`src/rtl/sad_search_scheduler_if.sv`:
```
// Position/result handshake bundle between the SAD search scheduler and the SAD pipeline front end.
interface sad_search_scheduler_if #(
    parameter int SAD_W = 32
);
    logic             PosReady;
    logic             PosValid;
    logic [31:0]      outx;
    logic [31:0]      outy;
    logic             ResValid;
    logic [SAD_W-1:0] ResSad;

    modport master (
        output PosValid, outx, outy,
        input  PosReady, ResValid, ResSad
    );

    modport slave (
        input  PosValid, outx, outy,
        output PosReady, ResValid, ResSad
    );
endinterface

```
`src/rtl/sad_search_scheduler.sv`:
```
// Raster-order SAD search scheduler with credit-limited issue and in-order minimum tracking.
// Optional feature macro: SAD_EARLY_EXIT_EN (a zero SAD result stops further issue).
module sad_search_scheduler #(
    parameter int FRAME_W      = 64,
    parameter int FRAME_H      = 64,
    parameter int WIN          = 4,
    parameter int MAX_INFLIGHT = 6,
    parameter int SAD_W        = 32
) (
    input  logic                  Clk,
    input  logic                  Reset,
    input  logic                  Start,
    sad_search_scheduler_if.master pos,
    output logic                  Busy,
    output logic                  Done,
    output logic [31:0]           BestX,
    output logic [31:0]           BestY,
    output logic [SAD_W-1:0]      BestSad,
    output logic                  ErrUnexp
);
    localparam int          OW      = $clog2(MAX_INFLIGHT + 1);
    localparam logic [31:0] X_LAST  = 32'(FRAME_W - WIN);
    localparam logic [31:0] Y_LAST  = 32'(FRAME_H - WIN);
    localparam logic [OW-1:0] MAX_OUT = OW'(MAX_INFLIGHT);

    typedef enum logic [1:0] {
        ST_IDLE  = 2'd0,
        ST_ISSUE = 2'd1,
        ST_DRAIN = 2'd2,
        ST_DONE  = 2'd3
    } state_t;

    state_t          r_state;
    state_t          w_state_next;
    logic [31:0]     r_iss_x;
    logic [31:0]     r_iss_y;
    logic [31:0]     r_res_x;
    logic [31:0]     r_res_y;
    logic [OW-1:0]   r_outstanding;
    logic [OW-1:0]   w_out_next;
    logic            w_xfer;
    logic            w_res_ok;
    logic            w_last_iss;
    logic            w_stop;
    logic            w_start;

    assign pos.PosValid = (r_state == ST_ISSUE) && (r_outstanding < MAX_OUT);
    assign pos.outx     = r_iss_x;
    assign pos.outy     = r_iss_y;
    assign Busy         = (r_state == ST_ISSUE) || (r_state == ST_DRAIN);
    assign Done         = (r_state == ST_DONE);

    assign w_start    = (r_state == ST_IDLE) && Start;
    assign w_xfer     = pos.PosValid && pos.PosReady;
    // A result with nothing outstanding is stray and must not touch the search.
    assign w_res_ok   = pos.ResValid && (r_outstanding != '0);
    assign w_last_iss = (r_iss_x == X_LAST) && (r_iss_y == Y_LAST);

`ifdef SAD_EARLY_EXIT_EN
    assign w_stop = w_res_ok && (pos.ResSad == '0);
`else
    assign w_stop = 1'b0;
`endif

    // Outstanding credit count after this cycle's issue and return.
    always_comb begin
        w_out_next = r_outstanding;
        if (w_xfer && !w_res_ok) begin
            w_out_next = r_outstanding + OW'(1);
        end else if (!w_xfer && w_res_ok) begin
            w_out_next = r_outstanding - OW'(1);
        end else begin
            w_out_next = r_outstanding;
        end
    end

    // Next-state logic; DRAIN exits on the cycle the last result is accepted.
    always_comb begin
        w_state_next = r_state;
        case (r_state)
            ST_IDLE: begin
                if (Start) w_state_next = ST_ISSUE;
                else       w_state_next = ST_IDLE;
            end
            ST_ISSUE: begin
                if ((w_xfer && w_last_iss) || w_stop) w_state_next = ST_DRAIN;
                else                                  w_state_next = ST_ISSUE;
            end
            ST_DRAIN: begin
                if (w_out_next == '0) w_state_next = ST_DONE;
                else                  w_state_next = ST_DRAIN;
            end
            ST_DONE: w_state_next = ST_IDLE;
            default: w_state_next = ST_IDLE;
        endcase
    end

    // State, credit counter and the issue/result raster counters.
    always_ff @(posedge Clk) begin
        if (Reset) begin
            r_state       <= ST_IDLE;
            r_outstanding <= '0;
            r_iss_x       <= 32'd0;
            r_iss_y       <= 32'd0;
            r_res_x       <= 32'd0;
            r_res_y       <= 32'd0;
        end else if (w_start) begin
            r_state       <= w_state_next;
            r_outstanding <= '0;
            r_iss_x       <= 32'd0;
            r_iss_y       <= 32'd0;
            r_res_x       <= 32'd0;
            r_res_y       <= 32'd0;
        end else begin
            r_state       <= w_state_next;
            r_outstanding <= w_out_next;
            if (w_xfer) begin
                if (r_iss_x == X_LAST) begin
                    r_iss_x <= 32'd0;
                    r_iss_y <= r_iss_y + 32'd1;
                end else begin
                    r_iss_x <= r_iss_x + 32'd1;
                end
            end
            if (w_res_ok) begin
                if (r_res_x == X_LAST) begin
                    r_res_x <= 32'd0;
                    r_res_y <= r_res_y + 32'd1;
                end else begin
                    r_res_x <= r_res_x + 32'd1;
                end
            end
        end
    end

    // Running minimum (strict less-than keeps the earliest tie) and the stray-result flag.
    always_ff @(posedge Clk) begin
        if (Reset) begin
            BestX    <= 32'd0;
            BestY    <= 32'd0;
            BestSad  <= '0;
            ErrUnexp <= 1'b0;
        end else if (w_start) begin
            BestX    <= 32'd0;
            BestY    <= 32'd0;
            BestSad  <= '1;
            ErrUnexp <= 1'b0;
        end else begin
            if (w_res_ok && (pos.ResSad < BestSad)) begin
                BestX   <= r_res_x;
                BestY   <= r_res_y;
                BestSad <= pos.ResSad;
            end
            if (pos.ResValid && (r_outstanding == '0)) begin
                ErrUnexp <= 1'b1;
            end
        end
    end
endmodule

```
`src/flat_wrapper.sv`:
```
// flat-port wrapper written by rule: the top's interface ports become plain ports
module sad_search_scheduler_flat 
#(
    parameter int FRAME_W      = 64,
    parameter int FRAME_H      = 64,
    parameter int WIN          = 4,
    parameter int MAX_INFLIGHT = 6,
    parameter int SAD_W        = 32
)
  (Clk, Reset, Start, Busy, Done, BestX, BestY, BestSad, ErrUnexp, pos_PosValid, pos_outx, pos_outy, pos_PosReady, pos_ResValid, pos_ResSad);
  sad_search_scheduler_if #(.SAD_W(SAD_W)) pos_i ();
  input  logic Clk;
  input  logic Reset;
  input  logic Start;
  output logic Busy;
  output logic Done;
  output logic [31:0] BestX;
  output logic [31:0] BestY;
  output logic [SAD_W-1:0] BestSad;
  output logic ErrUnexp;
  output wire logic [$bits(pos_i.PosValid)-1:0] pos_PosValid;
  output wire logic [$bits(pos_i.outx)-1:0] pos_outx;
  output wire logic [$bits(pos_i.outy)-1:0] pos_outy;
  input wire logic [$bits(pos_i.PosReady)-1:0] pos_PosReady;
  input wire logic [$bits(pos_i.ResValid)-1:0] pos_ResValid;
  input wire logic [$bits(pos_i.ResSad)-1:0] pos_ResSad;
  assign pos_PosValid = pos_i.PosValid;
  assign pos_outx = pos_i.outx;
  assign pos_outy = pos_i.outy;
  assign pos_i.PosReady = pos_PosReady;
  assign pos_i.ResValid = pos_ResValid;
  assign pos_i.ResSad = pos_ResSad;
  sad_search_scheduler #(.FRAME_W(FRAME_W), .FRAME_H(FRAME_H), .WIN(WIN), .MAX_INFLIGHT(MAX_INFLIGHT), .SAD_W(SAD_W)) u_core (.Clk(Clk), .Reset(Reset), .Start(Start), .pos(pos_i), .Busy(Busy), .Done(Done), .BestX(BestX), .BestY(BestY), .BestSad(BestSad), .ErrUnexp(ErrUnexp));
endmodule
```
`config.mk`:
```
export PLATFORM = sky130hd
export DESIGN_NAME = sad_search_scheduler_flat
export DESIGN_NICKNAME = d
export VERILOG_FILES = /design/src/rtl/sad_search_scheduler_if.sv /design/src/rtl/sad_search_scheduler.sv /design/src/flat_wrapper.sv
export SDC_FILE = /design/constraint.sdc
export NUM_CORES = 1
export LEC_CHECK = 0
export ABC_AREA = 1
export BUFFER_PORTS_ARGS = -buffer_cell sky130_fd_sc_hd__buf_2
export CORE_UTILIZATION = 40
export CTS_BUF_LIST = sky130_fd_sc_hd__clkbuf_4 sky130_fd_sc_hd__clkbuf_8
export DETAILED_ROUTE_END_ITERATION = 16
export PLACE_DENSITY = 0.57
export SETUP_SLACK_MARGIN = 0.02
export SYNTH_ARGS = -nofsm -noshare
export SYNTH_HDL_FRONTEND = slang
export SYNTH_SLANG_ARGS = --single-unit
```
`constraint.sdc`:
```
create_clock -name Clk -period 2.1 [get_ports Clk]
set_input_delay 0.42 -clock Clk [delete_from_list [all_inputs] [get_ports Clk]]
set_output_delay 0.42 -clock Clk [all_outputs]
set_load 0.1 [all_outputs]
```
Yosys cells after proc, flatten, opt, wreduce, memory -nomap -nowiden
Index checks and enable logic that the tools add are counted.
- register bits: 230
- input port bits: 37
- add/subtract/negate cells: 6
- order comparisons: 2
- equality and inequality tests: 6
- muxes and demuxes: 10
- reduce and logical (&&, ||, !) cells: 21
- operators by type and width (operator ; number):
    adder 32 x 1 -> 32 bit, second input constant ; 4
    2-to-1 mux 32 bit ; 4
    == test 32 x 6 -> 1 bit, second input constant ; 3
    less-than comparator 32 bit ; 1
    logical AND 1 bit ; 10
    one-hot mux 2 bit (4 select lines) ; 1
    logical NOT 3 bit ; 2
    2-to-1 mux 3 bit ; 2
    == test 2 bit, second input constant ; 2
    AND reduction 2 bit ; 2
    adder 3 x 1 -> 3 bit, second input constant ; 1
    less-than comparator 3 bit, second input constant ; 1
    nonzero test 3 bit ; 1
    subtractor 3 x 1 -> 3 bit, second input constant ; 1
    == test 2 x 1 -> 1 bit, second input constant ; 1
    logical NOT 1 bit ; 2
    logical NOT 2 bit ; 1
    2-to-1 mux 1 bit ; 2
    2-to-1 mux 2 bit ; 1
    nonzero test 2 bit ; 1
    OR reduction 2 bit ; 1
    logical OR 1 bit ; 1

Longest topological paths before layout
Gate-level depths: netlist of run 1.
- depth in word-level cells: 10
- gate-level depth with buffers: 16
- depth with buffers taken out: 15

Worst setup path before layout of run 1
Ideal clock, no wire load.
- path type: reg-to-reg
- start: reg u_core.BestSad[5]
- end: reg u_core.BestSad[21]
- library setup time: 0.128 ns
- data arrival time: 2.464 ns
- data required time: 1.972 ns
- path slack: -0.491 ns
- cell stages (with the launch flop): 14
- period minus slack after synthesis: 2.591 ns
- cells stage by stage: dfxtp_1 > inv_1 > ha_1 > a21oi_1 > nor2_1 > nor3_1 > nand2_1 > nand2_1 > nand2_1 > nand2_1 > clkbuf_1 > a21oi_1 > nor2_1 > nor2_1
- word-level cells in the longest chain between the ends: 3
- RTL lines (item ; line ; source):
    start, declared ; sad_search_scheduler.sv:18 ; output logic [SAD_W-1:0] BestSad,
    start signal, assigned ; sad_search_scheduler.sv:152 ; BestSad <= pos.ResSad;
    less-than comparator 32 bit ; sad_search_scheduler.sv:149 ; if (w_res_ok && (pos.ResSad < BestSad)) begin
    logical AND 1 bit ; sad_search_scheduler.sv:149 ;
    nonzero test 2 bit (no source line) ; - ;
Every way passes these cells.
A chain may end at the register's enable or synchronous reset.

==> out/results.ini, run 1 <==
[synthesis]
yosysWarnings=0
synth_fp_nets=1932
netlist_instances=1849
synth_seq_cells=230
synth_ff_type=dfxtp_1
seq_area_frac_synth=0.3697
syn_avg_cell_area_um2=6.736
syn_area_um2=12450
synth_async_sr_flop_share=0
ys_types=47
synth-edff-count=0

[floorplanning]
initial_core_util=0.4071
num_rows=64
die_area_um2=31850
die_h_um=178.5
die_width_um=178.5
ios=201
core_area_um2=30590

[sta]
slew_headroom=0.6098
clock.fmax_ghz=0.4994
fin_ws_ns=0.09750
hold_viol=0
rsz0062_at_grt=yes
fin_crit_sh=0.9536
period_minus_slack_ns=2.003
setup_viol=0
slew_viol_final=0
worst_pin_slew_ns=0.5808
finalClockSkew_ns=0.02194

[final_layout]
fin_nets=2162
synthToLayoutAreaGrowth_pct=24.31
nFillCells=3175
final_common_cell=nand2_1
final_cell_area_um2=15480
layout-drive-gt1-share=0.2338
final_cell_mix=nand2_1 (390), nor2_1 (316), buf_2 (198)
antenna_cells=0
finalCoreUtilization=0.5061

[critical_path]
crit_type=reg2out
start_kind=flip-flop
cp_slowest_cell=dfxtp_2
crit_path_cell_trace=inv_1 > ha_2 > and2_1 > buf_8
critPathMaxStageDelay_ns=0.34
crit_path_max_fanout=4
cp_data_arrival_time_ns=1.58
crit_required_ns=1.68
worstSetupEndpointType=primary output

[clocking]
path_clk_slew_ns=0.06
worstSkewPairLatency_ns=0.55
cts_tree=built
cts_buffers=43
clockBufferDepth=3
cts-root-buf=clkbuf_8
htreeDepth=2
clock_sinks=230
cts_hold_buf=0

[global_route]
grt_max_degree=50
first_global_vias=11573
grt_pass1_wl_um=58620
grt_util_all_layers=0.2260
antenna_found_initial=0
grt_overflow_total=0

[placement]
gp_congestion=0.9042
dp_hpwl_um=26720
dp_slack_ns=-0.1605
io_buffer_count=200
place_area_um2=14260

[routing]
num_vias=12694
drt_iter0_drc=761
wl_um=36460
drc=0
antenna_left=0
via_per_inst=5.067
wl_per_cell_um=14.56
first_pass_iters=7

[outcome]
outcome=completed

[flow_run]
cap_violations=0

[pwr]
peakVddDrop_mv=0.5603
power.total_mw=14.28
p_per_area_nw_per_um2=922.1
p_leak_nw=6.594

[hold_path]
min_path_type=in2reg

[worst paths after layout]
| check | start | endpoint | slack, ns | depth (start not counted) |
|---|---|---|---|---|
| setup reg to reg | u_core.BestSad[23] | u_core.BestY[5] | 0.12 | 11 |
| hold / removal | pos_ResValid | u_core.ErrUnexp | 0.18 | 3 |
| setup / recovery | flip-flop | pos_PosValid | 0.1 | 4 |
| hold reg to reg | u_core.ErrUnexp | u_core.ErrUnexp | 0.45 | 2 |
[state kept, by name, summed over array words and instances, names as in the netlist, named ones only]
signal,flops
u_core.BestY,32
u_core.BestSad,32
u_core.pos.outy,32
u_core.r_res_x,32
u_core.r_res_y,32
u_core.ErrUnexp,1
u_core.r_state,1
u_core.BestX,32
u_core.r_outstanding,3
u_core.pos.outx,32
[cell type report]
cell class                 count  area [µm²]  area share
timing repair buffer         258        1551      0.1002
sequential                   230        4783      0.3090
tap                          396       495.5     0.03200
multi-input combinational   1364        7019      0.4534
clock inverter                 7       85.08    0.005495
clock buffer                  68       860.8     0.05560
inverter                     182       686.9     0.04437
[through the flow]
step,hold slack [ns],instances,setup TNS (ns)
floorplan,0.4678,1849,0
detailed placement,0.4426,2426,-7.400
global placement,0.4346,2426,-7.023
finish,0.1803,2505,0
global route,0.1641,2505,0
CTS,0.1360,2501,0
[critical path, delay by kind of cell, from the launching register on]
family	cells	cell delay, ns
simple gates	1	0.17
flops	1	0.34
buf+inv	2	0.31
fa+ha+maj	1	0.22
[logic make-up after synthesis]
group | share of synthesized area
AO/OA/AOI/OAI | 0.1086
adder cells (fa/ha/maj) | 0.04621
XOR/XNOR | 0.04149
buffers and inverters | 0.08218
AND/OR/NAND/NOR | 0.3518
flip-flops | 0.3697
[power breakdown]
part / switching [mW] / internal, mW
clock: 1.93 / 2.83
sequential: 0.199 / 4.73
combinational: 3.57 / 1.01
[per-layer routing]
metal / track usage / wire (µm) / vias up / part of all wire
met1: 0.3090 / 17290 / 5818 / 0.47
met4: 0.06956 / 831 / 0 / 0.023
li1: - / - / 6491 / -
met2: 0.3618 / 16320 / 329 / 0.45
met3: 0.03708 / 2023 / 56 / 0.055
met5: 0 / 0 / - / 0
[synth_stat cells, types with 10 or more instances]
master,number,area share
nor3_1,69,0.028
xor2_1,35,0.025
nor2_1,318,0.096
buf_2,10,0.0040
dfxtp_1,230,0.37
nand3_1,88,0.035
o21ai_0,96,0.039
clkbuf_1,42,0.013
xnor2_1,24,0.017
inv_1,175,0.053
ha_1,46,0.046
nand2_1,394,0.12
nor4_1,25,0.013
buf_4,11,0.0066
nand4_1,59,0.030
a21oi_1,143,0.057
[repair_timing]
action                     CTS  global route
gates resized for setup      6            89
setup endpoints to repair    4           162
buffers inserted             0             3
gates cloned                 0             1
pin swaps                    0            14
Note: power is estimated with default switching activity, not from simulation.
==> run 2, diff against run 1 <==
Settings changed: MAX_ROUTING_LAYER set to met4.
==> run 2 against run 1 <==
- worst hold slack improved by 0.012 ns
- register-to-register slack about the same
- global-route usage increased by 0.56 points
- non-clock buffer count increased by 2
- sequential power hardly changed
- setup slack improved by 0.0083 ns
- die area is the same
- utilization is essentially flat
- highest routed layer unchanged
==> out/results.ini, run 2 (synthesized netlist as in run 1, its figures left out) <==
[final_layout]
final_cell_mix=nand2_1 (390), nor2_1 (311), buf_2 (198)
finalCoreUtilization=0.5062
final_cell_area_um2=15480
fin_nets=2163
fin_cells=2509
synthToLayoutAreaGrowth_pct=24.32
layout-drive-gt1-share=0.2320
final_common_cell=nand2_1

[sta]
worst_pin_slew_ns=0.5403
hold_ws_ns=0.1918
period_minus_slack_ns=1.994
slew_headroom=0.6398
finalSetupTns_ns=0
rsz0062_at_grt=yes
clock.fmax_ghz=0.5015
fin_ws_ns=0.1058
slew_viol_final=0
hold_viol=0
setup_viol=0
finalClockSkew_ns=0.01446
fin_crit_sh=0.9496

[routing]
drc=0
num_vias=12666
first_pass_iters=5
wl_um=37150
drt_iter0_drc=844
via_per_inst=5.048
antenna_left=0
wl_per_cell_um=14.81

[pwr]
peakVddDrop_mv=0.5569
power.total_mw=14.17
p_per_area_nw_per_um2=915.0
p_leak_nw=6.626

[clocking]
clock_sinks=230
path_clk_slew_ns=0.06
cts_tree=built
cts-root-buf=clkbuf_8
clockBufferDepth=3
worstSkewPairLatency_ns=0.54
cts_buffers=42
htreeDepth=2
cts_hold_buf=0

[flow_run]
cap_violations=0

[critical_path]
start_kind=flip-flop
crit_type=reg2reg
crit_path_max_fanout=7
cp_data_arrival_time_ns=2.42
crit_required_ns=2.53
worstSetupEndpointType=flip-flop

[floorplanning]
num_rows=64
initial_core_util=0.4071
die_h_um=178.5
die_width_um=178.5
die_area_um2=31850
ios=201
core_area_um2=30590

[global_route]
grt_util_all_layers=0.2317
first_global_vias=11616
grt_pass1_wl_um=58470
antenna_found_initial=1
grt_overflow_total=0
grt_max_degree=50

[hold_path]
min_path_type=in2reg

[placement]
dp_hpwl_um=26530
place_area_um2=14250
dp_slack_ns=-0.1654
io_buffer_count=200
place_inst=2425
gp_congestion=0.9640

[outcome]
outcome=completed

run 2: power by group:
| part | internal, mW | switching, mW | leakage [nW] |
|---|---|---|---|
| Combinational | 1.02 | 3.60 | 4.22 |
| Clock | 2.74 | 1.88 | 0.497 |
| Sequential | 4.73 | 0.199 | 1.91 |
| Total | 8.49 | 5.67 | 6.63 |
run 2: timing repair:
item                                    in CTS  in global routing
setup buffers                                0                  3
gates cloned                                 0                  4
gates resized for setup                      4                 97
pin swaps                                    0                 11
endpoints found under the setup margin       3                168
run 2: per-layer routing:
| layer | global-route usage | vias to the layer above | part of all wire |
|---|---|---|---|
| met2 | 0.3519 | 325 | 0.44 |
| li1 | - | 6494 | - |
| met4 | 0.07133 | 0 | 0.020 |
| met3 | 0.03645 | 59 | 0.053 |
| met5 | - | - | 0 |
| met1 | 0.3138 | 5788 | 0.49 |
run 2: worst max-delay path, stage by stage (launching register included):
cell,delay [ns]
dfxtp_4,0.34
inv_1,0.04
ha_1,0.29
buf_4,0.15
a31oi_2,0.19
nand3_2,0.12
nor2_4,0.18
nand2_8,0.12
buf_4,0.18
o21ai_2,0.12
buf_4,0.12
nor2_1,0.03
run 2: final cells by class:
cell class	instances	area, µm²
Timing Repair Buffer	260	1609
Antenna cell	1	2.502
Fill cell	3212	15110
Multi-Input combinational cell	1364	6975
Tap cell	396	495.5
Clock inverter	4	45.04
Inverter	182	695.7
Sequential cell	230	4782
Clock buffer	72	878.3
run 2: worst paths after layout:
kind / start / to / slack [ns] / cells after the start
setup reg to reg: u_core.BestSad[31] / u_core.BestX[4] / 0.11 / 11
setup / recovery: u_core.BestSad[31] / u_core.BestX[4] / 0.11 / 11
hold reg to reg: u_core.ErrUnexp / u_core.ErrUnexp / 0.46 / 2
hold / removal: pos_ResValid / u_core.ErrUnexp / 0.19 / 3
==> run 3, diff against run 2 <==
Settings changed: CORE_ASPECT_RATIO set to 2, CORE_UTILIZATION 40 to 50, PLACE_DENSITY 0.57 to 0.69, SETUP_SLACK_MARGIN 0.02 to 0.5.
==> run 3 against run 2 <==
- clock power is 15% lower
- first-iteration DRC count is 3.8% lower
- setup slack worse by 0.089 ns
- final area is 19% higher
- sequential share of layout area is 4.0 points lower
==> out/results.ini, run 3 (synthesized netlist as in run 1, its figures left out) <==
[routing]
drt_iter0_drc=812
top_layer=met4
wl_met3_um=2440
drt-met1-wl_um=15330
first_pass_iters=6
dr_wl_met2_um=25250
drc=0
wl_um=46030
via_per_inst=5.519
antenna_left=0
wl_per_cell_um=18.10
num_vias=14036

[final_layout]
fin_nets=2268
layout-drive-gt1-share=0.4106
final_common_cell=nand2_1
final_cell_area_um2=18390
final_cell_mix=nand2_1 (348), nor2_1 (253), buf_2 (190)
fin_cells=2543
synthToLayoutAreaGrowth_pct=47.68

[placement]
gp_congestion=0.9896
dp_hpwl_um=29530
place_area_um2=14530
io_buffer_count=200
place_inst=2382

[clocking]
cts_tree=built
htreeDepth=2
cts_hold_buf=0
clockBufferDepth=3
clock_sinks=230
worstSkewPairLatency_ns=0.57
path_clk_slew_ns=0.07
cts-root-buf=clkbuf_8
cts_buffers=36

[critical_path]
path_delay_family=simple AND/OR/NAND/NOR gates
crit_required_ns=2.57
reg2reg_depth=13
crit_type=reg2reg
worstSetupEndpointType=flip-flop
crit_path_max_fanout=6
start_kind=flip-flop
cp_data_arrival_time_ns=2.55
cp.depth=13
critPathMaxStageDelay_ns=0.35
crit_path_cell_trace=inv_2 > ha_4 > nand4_1 > inv_2 > nand4_1 > a21oi_2 > nor2_4 > buf_12 > buf_12 > nand2_8 > buf_6 > nand3_2 > a21oi_2
cp_slowest_cell=dfxtp_4
critPathBufInv=5

[pwr]
p_leak_nw=8.018
peakVddDrop_mv=0.9822
p_per_area_nw_per_um2=790.0
power.total_mw=14.53

[sta]
rsz0062_at_grt=yes
period_minus_slack_ns=2.083
slew_viol_final=0
worst_pin_slew_ns=0.6278
hold_viol=0
fin_crit_sh=0.9918
setup_viol=0
finalClockSkew_ns=0.03228
slew_headroom=0.5815
clock.fmax_ghz=0.4801

[floorplanning]
ios=201
initial_core_util=0.5099
core_area_um2=24420
num_rows=81
die_h_um=225.2
die_width_um=113.6
die_area_um2=25580

[global_route]
grt_overflow_total=0
first_global_vias=12975
grt_pass1_wl_um=63790
grt_max_degree=59
antenna_found_initial=1
grt_util_all_layers=0.3248

[hold_path]
min_path_type=in2reg
min_delay_path_depth=4

[flow_run]
cap_violations=0

[outcome]
outcome=completed

[run 3: power breakdown]
| part | internal, mW | switching, mW | total [mW] |
|---|---|---|---|
| clock network | 2.09 | 1.84 | 3.93 |
| registers | 4.69 | 0.261 | 4.95 |
| logic | 1.61 | 4.03 | 5.65 |
[run 3: metal layers]
layer | global-route usage | vias up
met3 | 0.04680 | 191
met4 | 0.1906 | 0
met1 | 0.2973 | 6558
met2 | 0.6223 | 560
met5 | - | -
li1 | - | 6727
[run 3: repair_timing]
action                     in CTS  in global routing
buffers inserted               43                 29
cloned                          6                 19
resized for setup             181                436
setup endpoints to repair     389                393
pin swaps                      41                117
[run 3: layout make-up]
type,instances,area [µm²]
Fill cell,1890,6032
Inverter,182,745.7
Antenna cell,2,5.005
Timing Repair inverter,1,11.26
Clock inverter,6,32.53
Sequential cell,230,4947
Timing Repair Buffer,367,3072
Tap cell,332,415.4
Multi-Input combinational cell,1367,8474
Clock buffer,56,689.4
[run 3: stage by stage]
step	setup TNS, ns	hold WS [ns]	setup WS, ns	util
6_report	0	0.1636	0.01730	0.7530
2_1_floorplan	0	0.4678	0.09146	-
5_1_grt	-3.904	0.2126	-0.09212	0.7529
4_1_cts	0	0.1330	0.08123	0.6684
3_3_place_gp	-6.481	0.4583	-0.1590	0.5947
3_5_place_dp	-9.723	0.4666	-0.2084	0.5947
[run 3: final timing paths]
path                                    startpoint                  to  slack, ns
worst min register to register    u_core.BestY[22]    u_core.BestY[22]       0.47
worst min-delay path                         Reset   u_core.r_state[0]       0.16
worst max-delay path            u_core.BestSad[31]  u_core.BestSad[31]       0.02
worst max register to register  u_core.BestSad[31]  u_core.BestSad[31]       0.02
[run 3: tightest hold or removal path, cell delays in order]
cell     delay (ns)
buf_2          0.09
inv_1          0.07
o21ai_0        0.07
a21oi_1        0.04
